`src/rtl/mon_pkg.sv`:
```
// rtl/mon_pkg.sv - shared constants and helpers for the Endeavour monitor register bank
package mon_pkg;

    localparam int MON_ADDR_W = 8;

    localparam logic [MON_ADDR_W-1:0] MON_ADDR_CFG    = 8'h00;
    localparam logic [MON_ADDR_W-1:0] MON_ADDR_STATUS = 8'h10;
    localparam logic [MON_ADDR_W-1:0] MON_ADDR_TRIM   = 8'h20;
    localparam logic [MON_ADDR_W-1:0] MON_ADDR_MASK   = 8'h30;

    function automatic int clog2(input int value);
        int r;
        r = 0;
        for (int i = 0; i < 31; i++) begin
            if ((1 << i) < value) r = i + 1;
        end
        return r;
    endfunction

endpackage

```
`src/rtl/mon_vote3.sv`:
```
// rtl/mon_vote3.sv - per-bit 2-of-3 majority voter with per-bit disagreement flags
module mon_vote3 #(
    parameter int WIDTH = 32
) (
    input  logic [WIDTH-1:0] a,
    input  logic [WIDTH-1:0] b,
    input  logic [WIDTH-1:0] c,
    output logic [WIDTH-1:0] voted,
    output logic [WIDTH-1:0] mismatch
);

    assign voted    = (a & b) | (a & c) | (b & c);
    assign mismatch = (a ^ b) | (a ^ c) | (b ^ c);

endmodule

```
`src/rtl/mon_regnt_scrub.sv`:
```
// rtl/mon_regnt_scrub.sv - TMR register with scrubbing, soft-error counter and serial readback
module mon_regnt_scrub
    import mon_pkg::*;
#(
    parameter int                    WIDTH       = 32,
    parameter logic [WIDTH-1:0]      RESET_VALUE = {WIDTH{1'b0}},
    parameter logic [MON_ADDR_W-1:0] REG_ADDR    = 8'h00,
    parameter int                    CNT_W       = 8
) (
    input  logic                  bclk,
    input  logic                  rstb,
    input  logic [WIDTH-1:0]      dataIn,
    input  logic [MON_ADDR_W-1:0] addrIn,
    input  logic                  latchIn,
    input  logic                  latchOut,
    input  logic                  shiftEn,
    input  logic                  clrErr,
    output logic [WIDTH-1:0]      dataOut,
    output logic                  serOut,
    output logic                  serSticky,
    output logic [CNT_W-1:0]      serCount,
    output logic                  shiftOut,
    output logic                  shiftBusy
);

    localparam int                BCNT_W    = clog2(WIDTH + 1);
    localparam logic [CNT_W-1:0]  CNT_MAX   = {CNT_W{1'b1}};
    localparam logic [BCNT_W-1:0] BCNT_LOAD = BCNT_W'(WIDTH);

    logic [WIDTH-1:0]  a_q, b_q, c_q, copy_d;
    logic [WIDTH-1:0]  voted, mismatch;
    logic [CNT_W-1:0]  cnt_q, cnt_d;
    logic              sticky_q, sticky_d;
    logic [WIDTH-1:0]  shift_q, shift_d;
    logic [BCNT_W-1:0] bitcnt_q, bitcnt_d;
    logic              sel, err;

    mon_vote3 #(.WIDTH(WIDTH)) u_vote (
        .a        (a_q),
        .b        (b_q),
        .c        (c_q),
        .voted    (voted),
        .mismatch (mismatch)
    );

    assign sel = (addrIn == REG_ADDR);
    assign err = |mismatch;

    always_comb begin
        // All three copies reload every cycle: either the write data or the voted value (scrub).
        copy_d = voted;
        if (latchIn && sel) copy_d = dataIn;

        cnt_d    = cnt_q;
        sticky_d = sticky_q;
        if (clrErr && sel) begin
            cnt_d    = '0;
            sticky_d = 1'b0;
        end else if (err) begin
            sticky_d = 1'b1;
            if (cnt_q != CNT_MAX) cnt_d = cnt_q + 1'b1;
        end

        // Readback loads the pre-write vote so a simultaneous write is not seen.
        shift_d  = shift_q;
        bitcnt_d = bitcnt_q;
        if (latchOut && sel) begin
            shift_d  = voted;
            bitcnt_d = BCNT_LOAD;
        end else if (shiftEn && (bitcnt_q != '0)) begin
            shift_d  = shift_q << 1;
            bitcnt_d = bitcnt_q - 1'b1;
        end
    end

    always_ff @(posedge bclk) begin
        if (!rstb) begin
            a_q      <= RESET_VALUE;
            b_q      <= RESET_VALUE;
            c_q      <= RESET_VALUE;
            cnt_q    <= '0;
            sticky_q <= 1'b0;
            shift_q  <= '0;
            bitcnt_q <= '0;
        end else begin
            a_q      <= copy_d;
            b_q      <= copy_d;
            c_q      <= copy_d;
            cnt_q    <= cnt_d;
            sticky_q <= sticky_d;
            shift_q  <= shift_d;
            bitcnt_q <= bitcnt_d;
        end
    end

    assign dataOut   = voted;
    assign serOut    = err;
    assign serSticky = sticky_q;
    assign serCount  = cnt_q;
    assign shiftOut  = shift_q[WIDTH-1];
    assign shiftBusy = (bitcnt_q != '0);

endmodule
```
`config.mk`:
```
export PLATFORM = sky130hd
export DESIGN_NAME = mon_regnt_scrub
export DESIGN_NICKNAME = d
export VERILOG_FILES = /design/src/rtl/mon_pkg.sv /design/src/rtl/mon_vote3.sv /design/src/rtl/mon_regnt_scrub.sv
export SDC_FILE = /design/constraint.sdc
export NUM_CORES = 1
export LEC_CHECK = 0
export BUFFER_PORTS_ARGS = -buffer_cell sky130_fd_sc_hd__clkbuf_2
export CAP_MARGIN = 30
export CORE_ASPECT_RATIO = 1.4
export CORE_MARGIN = 2
export CORE_UTILIZATION = 46
export DETAILED_ROUTE_END_ITERATION = 6
export PLACE_DENSITY = 0.76
export SYNTH_ARGS = -nofsm -noshare
export SYNTH_HDL_FRONTEND = slang
export SYNTH_SLANG_ARGS = --single-unit
```
`constraint.sdc`:
```
create_clock -name bclk -period 1.5 [get_ports bclk]
set_input_delay 0.15 -clock bclk [delete_from_list [all_inputs] [get_ports bclk]]
set_output_delay 0.15 -clock bclk [all_outputs]
set_load 0.02 [all_outputs]
```
Word level (Yosys, flattened, before mapping) --
Index checks and enable logic that the tools add are counted.
Operators by class: multiplexer cells 5, equal/unequal tests 1, reduce and logical (&&, ||, !) cells 11, bitwise operators 7, add/subtract/negate cells 2
Operator list (number):
- $or A32 B32 Y32 | 4
- $mux W32 | 3
- $and A32 B32 Y32 | 1
- $reduce_or A32 Y1 | 1
- $xor A32 B32 Y32 | 1
- $mux W6 | 2
- $add A8 B1 Y8 const B | 1
- $logic_not A8 Y1 | 1
- $ne A8 B8 Y1 const B | 1
- $reduce_bool A6 Y1 | 1
- $sub A6 B1 Y6 const B | 1
- $logic_and A1 B1 Y1 | 4
- $reduce_or A2 Y1 | 2
- $reduce_and A2 Y1 | 1
- $reduce_bool A2 Y1 | 1
- $not A1 Y1 | 1
Storage, ports and cells: word-level logic and storage cells 32, register bits 79, bits of input ports 46

Logic depth before layout (Yosys ltp) --
word-level depth 5, mapped depth 8, gate-level depth less buffers 7

Hierarchy --
A second synthesis with hierarchy kept.
Second synthesis, totals: cell total of the unflattened synthesis 540, area total of the unflattened synthesis 5201.2 um^2
Modules (own cells, without submodules):
- mon_regnt_scrub | sequential area each 1581.5 um^2, area an instance 3599.7 um^2, cells each 380, instances 1
- mon_vote3 | sequential area each 0.0 um^2, area an instance 1601.5 um^2, cells each 160, instances 1

Worst setup path before layout --
OpenSTA, ideal clock, no wires.
path type reg-to-reg, from reg bitcnt_q[2], to reg shift_q[10], stages on the path, launching flop included 7, data required time 1.364 ns, setup slack 0.051 ns, setup time 0.136 ns, path buffers 2, arrival 1.313 ns, cell sequence dfxtp_1 -> or3_4 -> o21a_1 -> buf_6 -> buf_2 -> nand2_1 -> a31oi_1
Between the ends: word-level cells in the longest chain between the ends 3
Ends and longest elaborated chain:
- start: declaration | RTL line mon_regnt_scrub.sv:35 | logic [BCNT_W-1:0] bitcnt_q, bitcnt_d;
- start signal: assignment | RTL line mon_regnt_scrub.sv:92 | bitcnt_q <= bitcnt_d;
- $reduce_bool A6 Y1 | RTL line mon_regnt_scrub.sv:70 | end else if (shiftEn && (bitcnt_q != '0)) begin
- $logic_and A1 B1 Y1 | RTL line mon_regnt_scrub.sv:70
- $reduce_bool A2 Y1 (no line)
- end signal: assignment | RTL line mon_regnt_scrub.sv:91 | shift_q <= shift_d;
- end: declaration | RTL line mon_regnt_scrub.sv:34 | logic [WIDTH-1:0] shift_q, shift_d;
Every way passes these cells. A chain may end at the register's enable or synchronous reset.

Worst setup path after layout --
from reg bitcnt_q[3], to out shiftBusy
Between the ends: word-level cells in the longest chain between the ends 1
Ends and longest elaborated chain:
- $reduce_bool A6 Y1 | RTL line mon_regnt_scrub.sv:101 | assign shiftBusy = (bitcnt_q != '0);
- end: declaration | RTL line mon_regnt_scrub.sv:23 | output logic shiftBusy
Every way passes these cells.

==> impl_metrics.yaml <==
layout:
  antennaDiodeCount: 0
  layout-drive-gt1-share_pct: 26.5
  area_delta_synth_final_pct: 23.7
  final_area_um2: 3580
  fin_cells: 521
  layout.nets: 492
route:
  vias: 2736
  drc: 0
  route.detailed.wl_per_inst_um: 13.1
  firstDrtPassIters: 4
  ant_nets: 0
  drt_iter0_drc: 175
  post_drt_via_cell_ratio: 5.25
  wl_um: 6810
placement:
  dp_hpwl_um: 4570
  place.gp.congestion: 0.796
  placed_cells: 504
  numPortBuffers: 78
  place_area_um2: 3330
worst_setup_path:
  cpPeakStageDelay_ns: 0.43
  critPathTopFamily: "simple AND/OR/NAND/NOR gates"
  cp.depth: 4
  crit_slowest_cell: "or3_4"
  cp_max_fo: 5
  start_kind: "flop"
  cp.arrival_ns: 1.41
  worst-setup-path-type: "reg2out"
  cp_cell_sequence: "or3_4 -> nor2_4 -> inv_2 -> clkbuf_8"
  cp.buffers_inverters: 2
  reg2reg_depth: 5
  endpoint_kind: "output pin"
  worstPathRequired_ns: 1.35
cts:
  ctsLongestPathBuffers: 2
  clock_latency_ns: 0.34
  numCtsBuffers: 9
  clk_pin_slew_ns: 0.07
  htreeDepth: 3
  cts_num_sinks: 70
  root_buffer: "clkbuf_8"
  cts_tree: "done"
power_and_ir_drop:
  power.leakage_nw: 1.40
  finalPower_mw: 4.86
  power_density_nw_per_um2: 1360
  ir_drop_mv: 0.697
floorplan:
  ios: 90
  die_h_um: 97.9
  rows: 34
  initial_utilization_pct: 47.0
  die_area_um2: 6960
  core_um2: 6170
  die_w_um: 71.1
yosys:
  synth_area_per_cell_um2: 7.85
  ys_types: 31
  seq_area_frac_synth_pct: 48.4
  synth-seq-cells: 70
  postSynthCellCount: 369
  syn_area_um2: 2900
  synth_warnings: 0
flow_run:
  maxCapViolCount: 0
run_status:
  status: "finished, violations left"
  violations: "negative setup slack"
global_routing:
  grt_max_degree: 66
  grt_pass1_vias: 2506
  grt_usage_pct: 19.9
  overflow: 0
  antenna_found_initial: 0
  grt_pass1_wl_um: 11000
timing:
  fmax_mhz: 643
  rsz0062_at_grt: "yes"
  layout_min_cycle_time_ns: 1.56
  final-hold-violation-count: 0
  finalWorstSetupSlack_ns: -0.0552
  final_max_slew_viol_count: 0
  min_period_over_period_pct: 104
  clock_skew_ns: 0.00528
  setup_violations: 3
worst_hold_path:
  hp-class: "in2reg"
  hold_path_depth: 3
-- report_power, final --
| group | internal, mW | total [mW] | switching, mW |
|---|---|---|---|
| clock | 0.731 | 1.41 | 0.675 |
| combinational | 0.631 | 1.48 | 0.848 |
| sequential | 1.93 | 1.98 | 0.0461 |
-- cell usage after synthesis --
cell	n	area share, %
a211oi_2	1	0.43
a21boi_0	2	0.52
a21boi_1	14	3.6
a21oi_1	20	3.5
a31oi_1	32	6.9
and3_1	1	0.22
buf_2	7	1.2
buf_4	13	3.4
buf_6	2	0.78
clkbuf_1	15	1.9
clkinv_1	1	0.13
conb_1	1	0.13
dfxtp_1	70	48
ha_1	2	0.86
inv_1	3	0.39
nand2_1	132	17
nand2b_1	1	0.22
nand3_1	3	0.52
nand3b_1	1	0.26
nand4_1	1	0.22
nor2_1	4	0.52
nor4_1	1	0.22
nor4_2	2	0.86
o21a_1	1	0.26
o21ai_0	32	5.5
o21ai_2	1	0.30
o31ai_1	1	0.26
or3_1	2	0.43
or3_4	1	0.39
or4_1	1	0.26
xnor2_1	1	0.30
-- metal layers --
metal / GRT usage [%] / share of wire (%) / up-vias
li1: - / - / 1376
met4: 8.27 / 1.8 / 0
met2: 33.2 / 50 / 87
met3: 4.75 / 6.5 / 9
met1: 24.3 / 41 / 1264
met5: 0 / 0 / -
-- tightest hold or removal path: stages --
cell and delay (ns):
clkbuf_2 0.08, nand2_1 0.04, a21boi_1 0.05
-- final timing paths --
kind               startpoint    endpoint  slack [ns]
setup / recovery  bitcnt_q[3]   shiftBusy       -0.06
setup reg to reg  bitcnt_q[3]  shift_q[6]       -0.04
hold reg to reg    shift_q[0]  shift_q[0]        0.47
hold / removal     dataIn[17]     c_q[17]        0.02
-- per-stage QoR --
stage          hold slack [ns]  util (%)  setup WS, ns  setup TNS (ns)
2_1_floorplan            0.285         -        0.0508               0
6_report                0.0186      58.1       -0.0552          -0.102
3_3_place_gp             0.374      53.9        0.0646               0
4_1_cts                0.00323      57.4       -0.0566         -0.0713
5_1_grt                 0.0148      58.1       -0.0973          -0.781
3_5_place_dp             0.377      53.9       -0.0101         -0.0119
-- area by class of cell --
cell class,count,area [um^2]
fillers,585,2580
multi-input cells,267,1340
flip-flops and latches,70,1400
clock buffers,13,169
well taps,72,90.1
clock inverters,3,17.5
repair buffers,92,554
inverters,4,15.0
-- kinds of logic (layout without fill, tap and decap cells) --
kind of cell	after synthesis	in the layout	synth area share, %
compound gates	104	104	21.3
xor+xnor	1	1	0.302
other cells	1	10	0.129
flops	70	70	48.4
buf+inv	41	112	7.82
simple gates	150	150	21.2
fa+ha+maj	2	2	0.864
-- cells in the final DEF (no fill, tap or decap), drive strengths merged, types with 4 or more instances in the layout --
cell type / instances
buf: 13
conb: 10
a31oi: 32
nand2: 132
clkbuf: 92
dfxtp: 70
a21boi: 16
o21ai: 33
nor2: 4
a21oi: 20
-- timing repair --
| item | 4_1_cts | 5_1_grt |
|---|---|---|
| resized for setup | 7 | 5 |
| buffers inserted | 0 | 0 |
| setup endpoints to repair | 4 | 34 |
| hold buffers | 0 | 0 |
| pin swaps | 2 | 1 |
| gates cloned | 0 | 1 |
-- state kept, by name, indices dropped and copies added (netlist names) --
name,cells
shift_q,32
bitcnt_q,6
c_q,32
Note: power is estimated with default switching activity, not from simulation.
